--- src/rtl/riscv_pkg.sv ---
// Shared RISC-V core constants: instruction/address widths and the canonical NOP.
package riscv_pkg;

  localparam int unsigned XLEN   = 32;
  localparam int unsigned INST_W = 32;

  // addi x0, x0, 0
  localparam logic [INST_W-1:0] INST_NOP = 32'h0000_0013;

endpackage

--- src/rtl/ifu_fifo.sv ---
// Circular buffer for the fetch queue: push/pop/flush, occupancy count and head read.
module ifu_fifo #(
  parameter int unsigned DEPTH = 4,
  parameter int unsigned W     = 64
) (
  input  logic                     clk,
  input  logic                     rst,
  input  logic                     flush_i,
  input  logic                     push_i,
  input  logic [W-1:0]             wdata_i,
  input  logic                     pop_i,
  output logic [W-1:0]             head_o,
  output logic [$clog2(DEPTH):0]   count_o
);

  localparam int unsigned PW = $clog2(DEPTH);
  localparam int unsigned CW = PW + 1;

  logic [W-1:0]  mem_q [DEPTH];
  logic [W-1:0]  mem_d [DEPTH];
  logic [PW-1:0] rd_ptr_q, rd_ptr_d;
  logic [PW-1:0] wr_ptr_q, wr_ptr_d;
  logic [CW-1:0] count_q, count_d;

  always_comb begin
    mem_d    = mem_q;
    rd_ptr_d = rd_ptr_q;
    wr_ptr_d = wr_ptr_q;
    count_d  = count_q;
    if (flush_i) begin
      rd_ptr_d = '0;
      wr_ptr_d = '0;
      count_d  = '0;
    end else begin
      if (push_i) begin
        mem_d[wr_ptr_q] = wdata_i;
        wr_ptr_d        = wr_ptr_q + PW'(1);
      end
      if (pop_i) begin
        rd_ptr_d = rd_ptr_q + PW'(1);
      end
      case ({push_i, pop_i})
        2'b10:   count_d = count_q + CW'(1);
        2'b01:   count_d = count_q - CW'(1);
        default: count_d = count_q;
      endcase
    end
  end

  always_ff @(posedge clk or posedge rst) begin
    if (rst) begin
      rd_ptr_q <= '0;
      wr_ptr_q <= '0;
      count_q  <= '0;
    end else begin
      rd_ptr_q <= rd_ptr_d;
      wr_ptr_q <= wr_ptr_d;
      count_q  <= count_d;
    end
  end

  // Storage carries no reset; entries are only visible through count_q.
  always_ff @(posedge clk) begin
    mem_q <= mem_d;
  end

  assign head_o  = mem_q[rd_ptr_q];
  assign count_o = count_q;

  assert property (@(posedge clk) disable iff (rst)
    !(push_i && !pop_i && !flush_i && (count_q == CW'(DEPTH))));
  assert property (@(posedge clk) disable iff (rst)
    !(pop_i && !flush_i && (count_q == '0)));

endmodule

--- src/rtl/ifu_prefetch_queue.sv ---
// Instruction fetch front end with prefetch queue, hold absorption and jump flush.
// Define IFU_BYPASS_EN to forward a response straight to the outputs when the queue is empty.
module ifu_prefetch_queue
  import riscv_pkg::*;
#(
  parameter int unsigned   AW       = XLEN,
  parameter int unsigned   DW       = INST_W,
  parameter int unsigned   DEPTH    = 4,
  parameter logic [AW-1:0] RESET_PC = '0,
  parameter logic [DW-1:0] NOP      = DW'(INST_NOP)
) (
  input  logic          clk,
  input  logic          rst,
  output logic          rom_req_o,
  output logic [AW-1:0] rom_addr_o,
  input  logic [DW-1:0] rom_data_i,
  input  logic          jump_en_i,
  input  logic [AW-1:0] jump_addr_i,
  input  logic          hold_flag_i,
  output logic [DW-1:0] inst_o,
  output logic [AW-1:0] inst_addr_o,
  output logic          inst_valid_o
);

  localparam int unsigned CW = $clog2(DEPTH) + 1;

  logic [AW-1:0]    fetch_pc_q, fetch_pc_d;
  logic [AW-1:0]    pend_addr_q, pend_addr_d;
  logic             rsp_pend_q, rsp_pend_d;

  logic [CW-1:0]    count;
  logic [CW:0]      occupancy;
  logic [AW+DW-1:0] head;
  logic             head_valid;
  logic             bypass;
  logic             pop;
  logic             fifo_push;
  logic             fifo_pop;
  logic [AW-1:0]    jump_target;
  logic             unused_jump_lsb;

  assign jump_target     = {jump_addr_i[AW-1:2], 2'b00};
  assign unused_jump_lsb = ^jump_addr_i[1:0];

  // Entries held plus the one in flight; a same-cycle pop is deliberately not credited.
  assign occupancy = {1'b0, count} + {{CW{1'b0}}, rsp_pend_q};
  assign rom_req_o  = !rst && !jump_en_i && (occupancy < (CW+1)'(DEPTH));
  assign rom_addr_o = fetch_pc_q;

  assign head_valid = (count != '0);

`ifdef IFU_BYPASS_EN
  assign bypass = !head_valid && rsp_pend_q;
`else
  assign bypass = 1'b0;
`endif

  assign inst_valid_o = !jump_en_i && (head_valid || bypass);
  assign pop          = inst_valid_o && !hold_flag_i;
  assign fifo_pop     = pop && head_valid;
  // A bypassed response that is consumed immediately never needs a slot.
  assign fifo_push    = rsp_pend_q && !jump_en_i && !(bypass && pop);

  always_comb begin
    inst_o      = NOP;
    inst_addr_o = '0;
    if (inst_valid_o) begin
      if (bypass) begin
        inst_o      = rom_data_i;
        inst_addr_o = pend_addr_q;
      end else begin
        inst_o      = head[DW-1:0];
        inst_addr_o = head[AW+DW-1:DW];
      end
    end
  end

  always_comb begin
    fetch_pc_d  = fetch_pc_q;
    pend_addr_d = pend_addr_q;
    rsp_pend_d  = 1'b0;
    if (jump_en_i) begin
      fetch_pc_d = jump_target;
    end else if (rom_req_o) begin
      fetch_pc_d  = fetch_pc_q + AW'(4);
      pend_addr_d = fetch_pc_q;
      rsp_pend_d  = 1'b1;
    end
  end

  always_ff @(posedge clk or posedge rst) begin
    if (rst) begin
      fetch_pc_q  <= RESET_PC;
      pend_addr_q <= '0;
      rsp_pend_q  <= 1'b0;
    end else begin
      fetch_pc_q  <= fetch_pc_d;
      pend_addr_q <= pend_addr_d;
      rsp_pend_q  <= rsp_pend_d;
    end
  end

  ifu_fifo #(
    .DEPTH (DEPTH),
    .W     (AW + DW)
  ) u_fifo (
    .clk     (clk),
    .rst     (rst),
    .flush_i (jump_en_i),
    .push_i  (fifo_push),
    .wdata_i ({pend_addr_q, rom_data_i}),
    .pop_i   (fifo_pop),
    .head_o  (head),
    .count_o (count)
  );

  assert property (@(posedge clk) disable iff (rst)
    jump_en_i |-> (!rom_req_o && !inst_valid_o));

endmodule

--- config.mk ---
export PLATFORM = sky130hd
export DESIGN_NAME = ifu_prefetch_queue
export DESIGN_NICKNAME = d
export VERILOG_FILES = /design/src/rtl/riscv_pkg.sv /design/src/rtl/ifu_fifo.sv /design/src/rtl/ifu_prefetch_queue.sv
export SDC_FILE = /design/constraint.sdc
export NUM_CORES = 1
export LEC_CHECK = 0
export CORE_MARGIN = 5
export CORE_UTILIZATION = 50
export DETAILED_ROUTE_END_ITERATION = 12
export PLACE_DENSITY = 0.78
export RECOVER_POWER = 50
export SYNTH_ARGS = -nofsm -noshare
export SYNTH_HDL_FRONTEND = slang
export SYNTH_SLANG_ARGS = --single-unit
--- constraint.sdc ---
create_clock -name clk -period 4.14 [get_ports clk]
set_input_delay 0.621 -clock clk [delete_from_list [all_inputs] [get_ports clk]]
set_output_delay 0.621 -clock clk [all_outputs]
set_load 0.01 [all_outputs]
==> results.cfg <==
[timing]
period_minus_slack_ps = 3660
finalSetupViolCount = 0
worstMarginPinSlew_ps = 2390
slew_headroom_pct = -59.1
setup_tns_ps = 0
hold_viol = 0
fmax_mhz = 273
drv_slew = 97
clock_skew_ps = 12.3
rsz0062_at_grt = no
setup_ws_ps = 476
whs_ps = 512
finalCritPeriodShare_pct = 88.5

[placed_design]
routabilityCongestion = 0.834
place_inst = 1176
dp_slack_ps = 749
dpl.hpwl_um = 17000
port_buffers = 159

[synth]
syn-cell-area_um2 = 12800
syn_inst = 712
ys.flop_type = edfxtp_1
syn_area_per_cell_um2 = 17.9
ys_ff_latch = 316
synth-edff-count = 248
yosys_warnings = 0
synthArstFlopShare_pct = 21.5
yosysSeqAreaShare_pct = 71.7
synth_cell_types = 43

[clock_tree]
cts_tree = built
clk_pin_slew_ps = 60
cts_resized = 0
clock_sinks = 316
cts-root-buf = clkbuf_16
clock_path_buffers = 3
ctsHoldBuffers = 0
clk_latency_ps = 540
cts_buffers = 30
post_cts_buffers = 0
cts_max_level = 1

[global_routing]
grt_max_degree = 46
grt_pass1_wl_um = 42600
antenna_found_initial = 2
grt_overflow = 0
grt_pass1_vias = 7456
grtUsageTotal_pct = 19.0

[floorplanning]
dieWidth_um = 170
start_util_pct = 50.7
die-area_um2 = 28800
ios = 166
die_y_um = 170
core_um2 = 25200
placementRows = 58

[cells_and_area]
fin_cells = 1233
final_nets = 952
final.fill_count = 1772
multi_input_area_um2 = 3380
utilization_pct = 62.4
regArea_um2 = 9160
drive_above_1_share_pct = 15.5
syn_to_final_growth_pct = 23.2

[job]
cap_violations = 3

[pwr]
netSwitchingFraction_pct = 22.3
clockPowerShare_pct = 37.5
internal_power_mw = 5.52
power.density_nw_per_um2 = 452
power_leakage_nw = 5.27
seqPwrFrac_pct = 53.5
combinationalPowerShare_pct = 9.0
p_sw_mw = 1.58
peakVddDrop_mv = 0.244

[routing]
wl_um = 27100
first_pass_iters = 4
met1Wirelength_um = 11300
met2_length_um = 13700
drtAntennaViolNets = 0
routed_via_density = 5.67
dr.max_layer_used = met5
num_vias = 6995
drtIter0Drc = 544
dr_wl_met3_um = 1660
route.detailed.drc = 0
wire_per_inst_um = 21.9

[worst_setup_path]
cp-startpoint = jump_en_i
r2r-end = u_fifo.mem_q[21]
end_kind = flip-flop
r2r-start = rsp_pend_q
arrival_ps = 3880
reg2regPathDepth = 3
path_class = input pin to flip-flop
required_ps = 4360
path_max_fanout = 37
start_kind = input pin
cp-endpoint = u_fifo.mem_q[21]
r2r_slack_ps = 720

[status]
violations = capacitance limit, slew limit
status = complete, but fails checks

[worst_hold_path]
min_path_type = flip-flop to flip-flop
## synth_stat cells (2+ instances only)
master | count | area [um2]
nand4_2 | 3 | 37.5
buf_4 | 4 | 30.0
mux2_2 | 2 | 22.5
nand2_1 | 20 | 75.1
nand4_1 | 6 | 37.5
buf_2 | 10 | 50.1
nor2_1 | 24 | 90.1
and3_1 | 2 | 12.5
nor3_1 | 3 | 15.0
mux4_2 | 62 | 1400
nand3_1 | 15 | 75.1
or3_1 | 7 | 43.8
and4_1 | 4 | 35.0
o31ai_1 | 15 | 113
a31oi_1 | 19 | 119
edfxtp_1 | 248 | 7450
clkbuf_1 | 27 | 101
inv_1 | 7 | 26.3
o211ai_1 | 3 | 22.5
dfrtp_1 | 68 | 1700
xor2_1 | 7 | 61.3
ha_1 | 5 | 62.6
or4_1 | 18 | 135
mux2i_1 | 3 | 30.0
xnor2_1 | 5 | 43.8
nand2_2 | 2 | 12.5
o21ai_0 | 12 | 60.1
mux2_1 | 30 | 338
and2_1 | 67 | 419
## sequential cells by signal, indices dropped and copies added, names as in the netlist
signal and count:
u_fifo.mem_q 248, rom_addr_o 30, u_fifo.count_o 3, pend_addr_q 30
u_fifo.rd_ptr_q 2, u_fifo.wr_ptr_q 2, rsp_pend_q 1
## layout by cell type (no fill, tap or decap), types with 18 or more instances in the layout
master,netlist,layout
edfxtp_1,248,248
clkdlybuf4s50_1,0,125
dfrtp_1,68,66
and2_1,67,62
mux4_2,62,62
dlygate4sd3_1,0,34
clkbuf_16,0,31
mux2_1,30,30
nor2_1,24,24
nand2_1,20,21
a31oi_1,19,19
or4_1,18,18
## cells by family (layout without fill, tap and decap cells)
logic type | after synthesis | count (layout) | share of synthesized area (%)
flops | 316 | 316 | 71.7
buf+inv | 51 | 238 | 1.78
other cells | 1 | 5 | 0.0294
mux | 97 | 97 | 14.0
compound gates | 53 | 53 | 2.83
fa+ha+maj | 6 | 6 | 0.647
simple gates | 176 | 176 | 8.17
xor+xnor | 12 | 12 | 0.824
## metrics by stage
stage	instance area, um2	total power, mW
3_3_place_gp	14800	4.49
5_1_grt	15700	7.39
3_5_place_dp	14800	4.52
2_1_floorplan	12800	4.17
4_1_cts	15700	7.19
6_report	15700	7.10
## per-layer routing
layer	vias up	global-route usage (%)
met3	37	3.40
met2	233	32.0
met1	3581	26.6
met4	4	3.57
met5	-	0
li1	3140	-
## cell type report
| type | instances | area share [%] |
|---|---|---|
| diodes | 1 | 0.0159 |
| clock buffers | 38 | 5.23 |
| clock inverters | 18 | 0.979 |
| inverters | 8 | 0.191 |
| multi-input cells | 348 | 21.5 |
| flip-flops and latches | 316 | 58.3 |
| well taps | 330 | 2.63 |
| repair buffers | 174 | 11.2 |
## power groups by stage
| stage | clock, mW | sequential (mW) | combinational (mW) |
|---|---|---|---|
| final | 2.66 | 3.80 | 0.638 |
| after global routing | 2.87 | 3.82 | 0.698 |
| after CTS | 2.72 | 3.80 | 0.660 |
| after detailed placement | 0 | 3.87 | 0.656 |
| after global placement | 0 | 3.85 | 0.642 |
| after floorplan | 0 | 3.80 | 0.363 |
## worst min-delay path by stage
stage | endpoint | cells past startpoint | startpoint
floorplan | u_fifo.mem_q[100] | 0 | pend_addr_q[4]
global placement | u_fifo.mem_q[34] | 0 | pend_addr_q[2]
detailed placement | u_fifo.mem_q[240] | 0 | pend_addr_q[16]
CTS | u_fifo.mem_q[53] | 0 | pend_addr_q[21]
global route | u_fifo.mem_q[168] | 0 | pend_addr_q[8]
finish | u_fifo.mem_q[175] | 0 | pend_addr_q[15]
## worst max-delay path, cell delays in order
cell and delay (ps):
dlygate4sd3_1 550, buf_4 250, nor2b_1 300, and2_0 1800
buf_12 330
No activity file was read; power rests on OpenSTA's default activity.
